<file path="config.mk">
export PLATFORM = sky130hd
export DESIGN_NAME = dmem_access_ctrl
export DESIGN_NICKNAME = d
export VERILOG_FILES = /design/src/rtl/dmem_pkg.sv /design/src/rtl/dmem_lane_unit.sv /design/src/rtl/dmem_access_ctrl.sv
export SDC_FILE = /design/constraint.sdc
export NUM_CORES = 1
export LEC_CHECK = 0
export CAP_MARGIN = 20
export CORE_UTILIZATION = 49
export CTS_CLUSTER_SIZE = 12
export DETAILED_ROUTE_END_ITERATION = 16
export PLACE_DENSITY = 0.92
export SYNTH_ARGS = -nofsm -noshare
export SYNTH_HDL_FRONTEND = slang
export SYNTH_SLANG_ARGS = --single-unit
</file>
<file path="constraint.sdc">
create_clock -name clk -period 13.01 [get_ports clk]
set_input_delay 2.602 -clock clk [delete_from_list [all_inputs] [get_ports clk]]
set_output_delay 2.602 -clock clk [all_outputs]
set_load 0.01 [all_outputs]
</file>
<file path="src/rtl/dmem_pkg.sv">
// Shared definitions for the data-memory access controller: funct3 codes,
// controller state encoding and the byte-lane mask helper.
package dmem_pkg;

  localparam logic [2:0] F3_B  = 3'b000;
  localparam logic [2:0] F3_H  = 3'b001;
  localparam logic [2:0] F3_W  = 3'b010;
  localparam logic [2:0] F3_BU = 3'b100;
  localparam logic [2:0] F3_HU = 3'b101;

  typedef enum logic [1:0] {
    S_IDLE   = 2'd0,
    S_ACCESS = 2'd1,
    S_MERGE  = 2'd2
  } state_t;

  // Lanes touched by an access of the given size at byte offset off.
  function automatic logic [3:0] lane_mask(input logic [2:0] funct3, input logic [1:0] off);
    case (funct3)
      F3_B, F3_BU: lane_mask = 4'b0001 << off;
      F3_H, F3_HU: lane_mask = 4'b0011 << off;
      default:     lane_mask = 4'b1111;
    endcase
  endfunction

endpackage

</file>
<file path="src/rtl/dmem_lane_unit.sv">
// Combinational lane logic: load extract/extend and sub-word store merge
// for little-endian RV32 byte/half/word accesses.
module dmem_lane_unit
  import dmem_pkg::*;
(
  input  logic [31:0] word,
  input  logic [1:0]  offset,
  input  logic [2:0]  funct3,
  input  logic [31:0] old_word,
  input  logic [15:0] wdata,
  output logic [31:0] load_data,
  output logic [31:0] merge_data
);

  logic [7:0]  byte_sel;
  logic [15:0] half_sel;
  logic [31:0] wrep;
  logic [3:0]  mask;

  always_comb begin
    case (offset)
      2'd0:    byte_sel = word[7:0];
      2'd1:    byte_sel = word[15:8];
      2'd2:    byte_sel = word[23:16];
      default: byte_sel = word[31:24];
    endcase
    half_sel = offset[1] ? word[31:16] : word[15:0];

    case (funct3)
      F3_B:    load_data = {{24{byte_sel[7]}}, byte_sel};
      F3_BU:   load_data = {24'h0, byte_sel};
      F3_H:    load_data = {{16{half_sel[15]}}, half_sel};
      F3_HU:   load_data = {16'h0, half_sel};
      default: load_data = word;
    endcase

    // Replicate the store data across all lanes, then let the mask pick.
    wrep = (funct3 == F3_H) ? {2{wdata}} : {4{wdata[7:0]}};
    mask = lane_mask(funct3, offset);
    merge_data = old_word;
    for (int i = 0; i < 4; i++) begin
      if (mask[i]) merge_data[8*i +: 8] = wrep[8*i +: 8];
    end
  end

endmodule

</file>
<file path="src/rtl/dmem_access_ctrl.sv">
// Two-port round-robin load/store controller in front of a single-port,
// word-organised data memory; sub-word stores use read-modify-write.
module dmem_access_ctrl
  import dmem_pkg::*;
#(
  parameter int WIDTH_ADDR = 8,
  parameter int DATA_WIDTH = 32
) (
  input  logic                  clk,
  input  logic                  rst_n,
  input  logic                  p0_req_valid,
  output logic                  p0_req_ready,
  input  logic                  p0_req_we,
  input  logic [2:0]            p0_req_funct3,
  input  logic [31:0]           p0_req_addr,
  input  logic [31:0]           p0_req_wdata,
  output logic                  p0_rsp_valid,
  output logic [31:0]           p0_rsp_rdata,
  output logic                  p0_rsp_err,
  input  logic                  p1_req_valid,
  output logic                  p1_req_ready,
  input  logic                  p1_req_we,
  input  logic [2:0]            p1_req_funct3,
  input  logic [31:0]           p1_req_addr,
  input  logic [31:0]           p1_req_wdata,
  output logic                  p1_rsp_valid,
  output logic [31:0]           p1_rsp_rdata,
  output logic                  p1_rsp_err,
  output logic                  mem_we,
  output logic [WIDTH_ADDR-1:0] mem_addr,
  output logic [DATA_WIDTH-1:0] mem_wdata,
  input  logic [DATA_WIDTH-1:0] mem_rdata,
  output logic                  busy
);

  state_t      state, state_nxt;
  logic        rr;
  logic        owner;
  logic        grant0, grant1, accept;
  logic        we_q;
  logic [2:0]  f3_q;
  logic [31:0] addr_q, wdata_q, old_q;
  logic        illegal, misaligned, out_of_range, err, sub_store;
  logic [31:0] load_data, merge_data;
  logic        rsp_fire, rsp_err_c;
  logic [31:0] rsp_data;

  // rr holds the last owner; the other port wins a tie.
  always_comb begin
    grant0 = 1'b0;
    grant1 = 1'b0;
    if (state == S_IDLE) begin
      grant0 = p0_req_valid & (~p1_req_valid | rr);
      grant1 = p1_req_valid & (~p0_req_valid | ~rr);
    end
  end

  assign p0_req_ready = grant0;
  assign p1_req_ready = grant1;
  assign accept       = grant0 | grant1;

  always_ff @(posedge clk or negedge rst_n) begin
    if (!rst_n) begin
      state <= S_IDLE;
      rr    <= 1'b1;
      owner <= 1'b0;
    end else begin
      state <= state_nxt;
      if (accept) begin
        rr    <= grant1;
        owner <= grant1;
      end
    end
  end

  always_ff @(posedge clk) begin
    if (accept) begin
      we_q    <= grant1 ? p1_req_we     : p0_req_we;
      f3_q    <= grant1 ? p1_req_funct3 : p0_req_funct3;
      addr_q  <= grant1 ? p1_req_addr   : p0_req_addr;
      wdata_q <= grant1 ? p1_req_wdata  : p0_req_wdata;
    end
    if (state == S_ACCESS) old_q <= mem_rdata;
  end

  always_comb begin
    illegal      = (f3_q == 3'b011) | (f3_q == 3'b110) | (f3_q == 3'b111) |
                   (we_q & ((f3_q == F3_BU) | (f3_q == F3_HU)));
    misaligned   = (((f3_q == F3_H) | (f3_q == F3_HU)) & addr_q[0]) |
                   ((f3_q == F3_W) & (addr_q[1:0] != 2'b00));
    out_of_range = |addr_q[31:WIDTH_ADDR+2];
    err          = illegal | misaligned | out_of_range;
    // Only SB/SH survive the error check as non-word stores.
    sub_store    = we_q & (f3_q != F3_W);
  end

  dmem_lane_unit u_lane (
    .word       (mem_rdata),
    .offset     (addr_q[1:0]),
    .funct3     (f3_q),
    .old_word   (old_q),
    .wdata      (wdata_q[15:0]),
    .load_data  (load_data),
    .merge_data (merge_data)
  );

  always_comb begin
    state_nxt = state;
    case (state)
      S_IDLE:   if (accept) state_nxt = S_ACCESS;
      S_ACCESS: state_nxt = (!err && sub_store) ? S_MERGE : S_IDLE;
      S_MERGE:  state_nxt = S_IDLE;
      default:  state_nxt = S_IDLE;
    endcase
  end

  always_comb begin
    mem_we    = 1'b0;
    mem_addr  = '0;
    mem_wdata = '0;
    busy      = (state != S_IDLE);
    rsp_fire  = 1'b0;
    rsp_err_c = 1'b0;
    rsp_data  = '0;
    case (state)
      S_ACCESS: begin
        mem_addr = addr_q[WIDTH_ADDR+1:2];
        if (err) begin
          rsp_fire  = 1'b1;
          rsp_err_c = 1'b1;
        end else if (!we_q) begin
          rsp_fire = 1'b1;
          rsp_data = load_data;
        end else if (!sub_store) begin
          rsp_fire  = 1'b1;
          mem_we    = 1'b1;
          mem_wdata = wdata_q;
        end
      end
      S_MERGE: begin
        mem_addr  = addr_q[WIDTH_ADDR+1:2];
        mem_we    = 1'b1;
        mem_wdata = merge_data;
        rsp_fire  = 1'b1;
      end
      default: ;
    endcase
  end

  // Responses are registered and steered to the owner only.
  always_ff @(posedge clk or negedge rst_n) begin
    if (!rst_n) begin
      p0_rsp_valid <= 1'b0;
      p0_rsp_rdata <= '0;
      p0_rsp_err   <= 1'b0;
      p1_rsp_valid <= 1'b0;
      p1_rsp_rdata <= '0;
      p1_rsp_err   <= 1'b0;
    end else begin
      p0_rsp_valid <= rsp_fire & ~owner;
      p0_rsp_rdata <= (rsp_fire & ~owner) ? rsp_data : '0;
      p0_rsp_err   <= rsp_fire & ~owner & rsp_err_c;
      p1_rsp_valid <= rsp_fire & owner;
      p1_rsp_rdata <= (rsp_fire & owner) ? rsp_data : '0;
      p1_rsp_err   <= rsp_fire & owner & rsp_err_c;
    end
  end

endmodule

</file>
==> results of run 1 <==
[routing by layer]
layer  GRT usage [%]  part of all wire [%]  vias to the layer above
li1                -                     -                     2879
met1            31.9                    37                     3015
met2            49.7                    52                      315
met3            6.90                   8.3                       48
met4            12.2                   3.0                        0
met5               0                     0                        -
[through the flow]
step	worst slack, ns	util [%]	instance area, um2
global placement	6.49	69.1	10900
global route	6.35	72.5	11500
finish	6.45	72.5	11500
floorplan	7.00	-	7950
CTS	6.45	72.4	11500
detailed placement	6.46	69.1	10900
[registers in the layout (all words and copies together) (netlist names)]
name / count
state: 2
p0_rsp_err: 1
owner: 1
p1_rsp_valid: 1
p1_rsp_rdata: 32
p0_rsp_valid: 1
rr: 1
addr_q: 32
we_q: 1
f3_q: 3
p0_rsp_rdata: 32
p1_rsp_err: 1
wdata_q: 32
old_q: 32
[synthesized netlist by cell type, types with 4 or more instances]
| cell | instances | area, um2 |
|---|---|---|
| a22o_1 | 7 | 61.3 |
| a21oi_1 | 20 | 100 |
| clkbuf_1 | 35 | 131 |
| buf_1 | 4 | 15.0 |
| nand2_1 | 11 | 41.3 |
| nor2_1 | 33 | 124 |
| o2bb2ai_1 | 16 | 140 |
| a32o_1 | 16 | 160 |
| nor3_1 | 34 | 170 |
| buf_2 | 6 | 30.0 |
| inv_1 | 9 | 33.8 |
| dfrtp_1 | 71 | 1780 |
| a222oi_1 | 7 | 70.1 |
| and2_1 | 8 | 50.1 |
| nand3b_1 | 16 | 120 |
| o21ai_0 | 17 | 85.1 |
| nor4_1 | 23 | 144 |
| edfxtp_1 | 100 | 3000 |
| mux2_2 | 68 | 766 |
| o22ai_1 | 7 | 43.8 |
| mux2i_1 | 40 | 400 |
| nor2b_1 | 9 | 56.3 |
[cell families after synthesis]
logic type	count (synthesis)	share of synthesized area (%)
buffers and inverters	58	3.04
flip-flops	172	60.5
adder cells (fa/ha/maj)	3	0.472
AO/OA/AOI/OAI	113	10.8
AND/OR/NAND/NOR	152	10.5
multiplexers	108	14.7
[area by class of cell]
class                      instances  share of cell area, %
clock buffer                      23                   4.08
timing repair buffer             292                   25.3
clock inverter                     9                  0.523
tap                              216                   2.35
sequential                       172                   41.9
multi-input combinational        376                   25.6
inverter                          10                  0.327
[power groups by stage]
stage / clock network (uW) / logic [uW] / registers, uW
6_report: 459 / 538 / 791
5_1_grt: 488 / 579 / 801
4_1_cts: 465 / 538 / 789
3_5_place_dp: 0 / 535 / 799
3_3_place_gp: 0 / 527 / 793
2_1_floorplan: 0 / 351 / 775
[worst min path at each step]
stage,cells after the start,to,from
after CTS,1,p0_rsp_err,owner
after detailed placement,1,p0_rsp_err,owner
final,1,p0_rsp_err,owner
after global routing,1,p0_rsp_err,owner
after floorplan,1,p0_rsp_err,owner
after global placement,1,p0_rsp_err,owner
[worst reg2reg max path, cell delays in order, from the launching register on]
cell and delay, ns:
dfrtp_1 0.38, inv_1 0.08, ha_1 0.89, nand2_1 0.25, nor3_2 0.86, nand4_1 0.89, a31oi_1 0.43
==> reports/results.ini, run 1 <==
[final_layout]
mostFrequentLayoutCell=clkdlybuf4s50_1
area_growth_pct=44.5
multiInputGateArea_mm2=0.00293
drive_above_1_share_pct=13.3
antennaDiodeCount=0
layout.cells.most_common_list=clkdlybuf4s50_1, edfxtp_1, dfrtp_1, mux2_2, mux2i_1
layout.cells.non_filler=1098
seqCellArea_mm2=0.00481
fillers=1081
nNetsFinal=1044

[grt]
grt_max_degree=73
grt_pass1_vias=6188
antenna_found_initial=0
grt_usage_pct=27.9
grt_pass1_wl_um=34000
grt.overflow.total=0

[synthesis]
synth_flop_cell=edfxtp_1
synth_edf_count=100
syn_nets=781
ys_seq_area_share_pct=60.5
synth_seq_cells=172
synth_cells=606
async_flop_share_pct=41.9
syn_area_per_cell_um2=13.1
yosysWarnings=0
synth_cell_types=52
synthesis.area_mm2=0.00795

[critical_path]
crit_required_ns=10.41
rr_worst_depth=6
critPathArrivalTime_ns=3.96
crit_cells=4
rrSetupSlack_ns=9.12
path_cells=clkdlybuf4s50_1, nand2_1, a21oi_1, clkdlybuf4s50_1
path_buf_inv=2
critPathTopFamily=buffers and inverters
crit_path_start=p0_req_valid
cp_slowest_cell=clkdlybuf4s50_1
critPathMaxStageDelay_ns=0.58
critPathLaunchType=primary input
cp-end-kind=primary output
worstSetupPathType=primary input to primary output
reg2reg_from=state[1]
crit_path_max_fanout=4
critPathMostFrequentCell=clkdlybuf4s50_1
crit_path_end=p0_req_ready
r2r_end=p0_rsp_rdata[15]

[place]
dp_cells=1065
dp_hpwl_um=17000
gp_congestion=0.907
port_buffers=283

[floorplanning]
placementRows=46
die_width_um=129
die_area_mm2=0.0167
start_util_pct=50.2
core_mm2=0.0158
dieHeight_um=129
ios=284

[drt]
num_vias=6257
drt-vias-per-instance=5.70
drc_errors=0
drt_wl_total_um=22900
ant_nets=0
post_drt_wl_per_cell_um=20.8
drtIter0Drc=551
firstDrtPassIters=7

[sta]
tightest_slew_ns=1.08
max_slew_margin_pct=27.8
final_max_slew_viol_count=0
final.period_utilization_pct=50.4
finClkSkew_ns=0.0119
finalHoldViolations=0
setup_viol=0
min_period_ns=6.56
rsz0062_at_grt=false
tns_ns=0
fmax_mhz=152
holdWs_ns=0.534

[clock_network]
cts_tree=built
clock-root-buffer=clkbuf_16
clock_sinks=172
numCtsBuffers=17
max-clock-path-buffers=2
cts_resized=0
hold_buffers=0
clk_latency_ns=0.43
postCtsSetupBuffers=0
clk_pin_slew_ns=0.06
h-tree-depth=4

[status]
status=complete, no violations

[power]
total_power_uw=1790
p_int_uw=1210
pwr-share-clk_pct=25.7
p_sw_uw=575
leakage_uw=0.00428
combPwrFrac_pct=30.1
ir_worst_vdd_mv=0.109
powerDensity_mw_per_mm2=156
pwr-share-seq_pct=44.2
netSwitchingFraction_pct=32.2

[run]
maxCapViolCount=0

[hold_path]
hold_class=flip-flop to flip-flop

Power figures use the tool's default switching activity.
==> inputs of run 2 (changes only) <==
- CORE_UTILIZATION: 49 -> 41
- PLACE_DENSITY: 0.92 -> 0.83
- clock period: 13.01 -> 5.4 ns (I/O delays scaled with it)
==> reports/results.ini, run 2 (synthesis results as in run 1) <==
[power]
leakage_uw=0.00430  ; was 0.00428 uW
p_sw_uw=1400  ; was 575 uW
pwr-share-seq_pct=44.0  ; was 44.2%
ir_worst_vdd_mv=0.289  ; was 0.109 mV
total_power_uw=4360  ; was 1790 uW
netSwitchingFraction_pct=32.2  ; about the same
powerDensity_mw_per_mm2=377  ; was 156 mW/mm2
p_int_uw=2960  ; was 1210 uW
combPwrFrac_pct=29.6  ; was 30.1%
pwr-share-clk_pct=26.4  ; was 25.7%

[grt]
grt_pass1_wl_um=36800  ; was 34000 um
antenna_found_initial=0  ; unchanged
grt_pass1_vias=6372  ; was 6188
grt_max_degree=73  ; unchanged
grt_usage_pct=25.2  ; was 27.9%
grt.overflow.total=0  ; unchanged

[drt]
drtIter0Drc=478  ; was 551
firstDrtPassIters=8  ; was 7
num_vias=6342  ; was 6257
post_drt_wl_per_cell_um=21.3  ; was 20.8 um
drt_wl_total_um=24300  ; was 22900 um
drt-vias-per-instance=5.54  ; was 5.70
ant_nets=0  ; unchanged
drc_errors=0  ; unchanged

[clock_network]
h-tree-depth=4  ; unchanged
clk_latency_ns=0.42  ; was 0.43 ns
clock_sinks=172  ; unchanged
cts_tree=built  ; unchanged
max-clock-path-buffers=2  ; unchanged
postCtsSetupBuffers=0  ; unchanged
numCtsBuffers=17  ; unchanged
clock-root-buffer=clkbuf_16  ; unchanged
clk_pin_slew_ns=0.06  ; about the same
cts_resized=0  ; unchanged
hold_buffers=0  ; unchanged

[final_layout]
layout.cells.non_filler=1144  ; was 1098
nNetsFinal=1046  ; was 1044
fin_util_pct=61.4  ; was 72.5%
layout.cells.most_common_list=clkdlybuf4s50_1, edfxtp_1, dfrtp_1, mux2_2, mux2i_1  ; unchanged
area_growth_pct=45.6  ; was 44.5%
drive_above_1_share_pct=13.6  ; was 13.3%
mostFrequentLayoutCell=clkdlybuf4s50_1  ; unchanged
antennaDiodeCount=0  ; unchanged

[critical_path]
crit_path_start=addr_q[1]  ; was p0_req_valid
crit_path_max_fanout=29  ; was 4
worstSetupPathType=flip-flop to primary output  ; was primary input to primary output
cp-end-kind=primary output  ; unchanged
crit_required_ns=4.32  ; was 10.41 ns
reg2reg_from=state[1]  ; unchanged
critPathLaunchType=flip-flop  ; was primary input
critPathArrivalTime_ns=3.67  ; was 3.96 ns

[sta]
max_slew_margin_pct=30.6  ; was 27.8%
fmax_mhz=210
tns_ns=0  ; unchanged
layout_setup_ws_ns=0.649  ; was 6.45 ns
finClkSkew_ns=0.0110  ; was 0.0119 ns
finalHoldViolations=0  ; unchanged
setup_viol=0  ; unchanged
min_period_ns=4.75
rsz0062_at_grt=false  ; unchanged
final.period_utilization_pct=88.0
tightest_slew_ns=1.04  ; was 1.08 ns
final_max_slew_viol_count=0  ; unchanged

[place]
port_buffers=283  ; unchanged
dp_hpwl_um=18100  ; was 17000 um
place_ws_ns=1.15  ; was 6.46 ns
gp_congestion=0.819  ; was 0.907
dp_cells=1111  ; was 1065

[floorplanning]
die_width_um=141  ; was 129 um
start_util_pct=42.2  ; was 50.2%
core_mm2=0.0188  ; was 0.0158 mm2
ios=284  ; unchanged
placementRows=50  ; was 46
dieHeight_um=141  ; was 129 um
die_area_mm2=0.0199  ; was 0.0167 mm2

[status]
status=complete, no violations  ; unchanged

[hold_path]
hold_start=owner  ; unchanged
hold_class=flip-flop to flip-flop  ; unchanged

[run]
maxCapViolCount=0  ; unchanged

[run 2: changes by cell type in the layout (fill, tap and decap cells not counted), sizes merged]
cell | previous run | this run
buf | 10 | 12
inv | 16 | 14
clkbuf | 23 | 24
clkinv | 3 | 4
[run 2: power by group through the flow]
stage	Combinational [uW]	Sequential [uW]	Clock, uW
finish	1290	1920	1150
global route	1400	1950	1220
CTS	1300	1920	1160
detailed placement	1290	1940	0
global placement	1270	1940	0
floorplan	847	1870	0
[run 2: final timing paths]
check / to / slack, ns / cells after the start
max in group asynchronous: p0_rsp_rdata[15] / 3.96 / 2
max reg2reg: p0_rsp_rdata[15] / 2.21 / 7
min in group asynchronous: p1_rsp_rdata[31] / 0.88 / 2
min: p0_rsp_err / 0.51 / 1
max: mem_wdata[27] / 0.65 / 5
min reg2reg: p0_rsp_err / 0.51 / 1
[run 2: final cells by class]
type / count / area, um2
clock buffer: 24 / 495
clock inverter: 8 / 56.3
fill: 1499 / 7260
inverter: 10 / 37.5
multi-input combinational: 376 / 2930
sequential: 172 / 4810
tap: 260 / 325
timing repair buffer: 294 / 2920
[run 2: critical path: stages, from the launching register on]
cell and delay (ns):
edfxtp_1 1.04, clkinv_1 0.52, o21ai_1 0.71, a21oi_1 0.17, a32o_1 0.31, clkdlybuf4s50_1 0.49
[run 2: layer usage]
layer	part of all wire [%]	vias to the layer above	wire length (um)	GRT usage, %
li1	-	2875	-	-
met2	51	340	12500	43.3
met3	8.0	42	1960	6.56
met1	38	3085	9330	30.7
met4	2.2	0	529	8.30
met5	0	-	0	0
[run 2: stage by stage]
step / hold WS, ns / cell area (um2)
finish: 0.511 / 11600
global route: 0.539 / 11600
floorplan: 0.448 / 7950
global placement: 0.478 / 11000
detailed placement: 0.477 / 11000
CTS: 0.495 / 11600
==> inputs of run 3 (changes only) <==
- SETUP_SLACK_MARGIN: not set -> 0.2
==> results of run 3 <==
No change in the layout: final DEF, timing and power equal those of run 2.
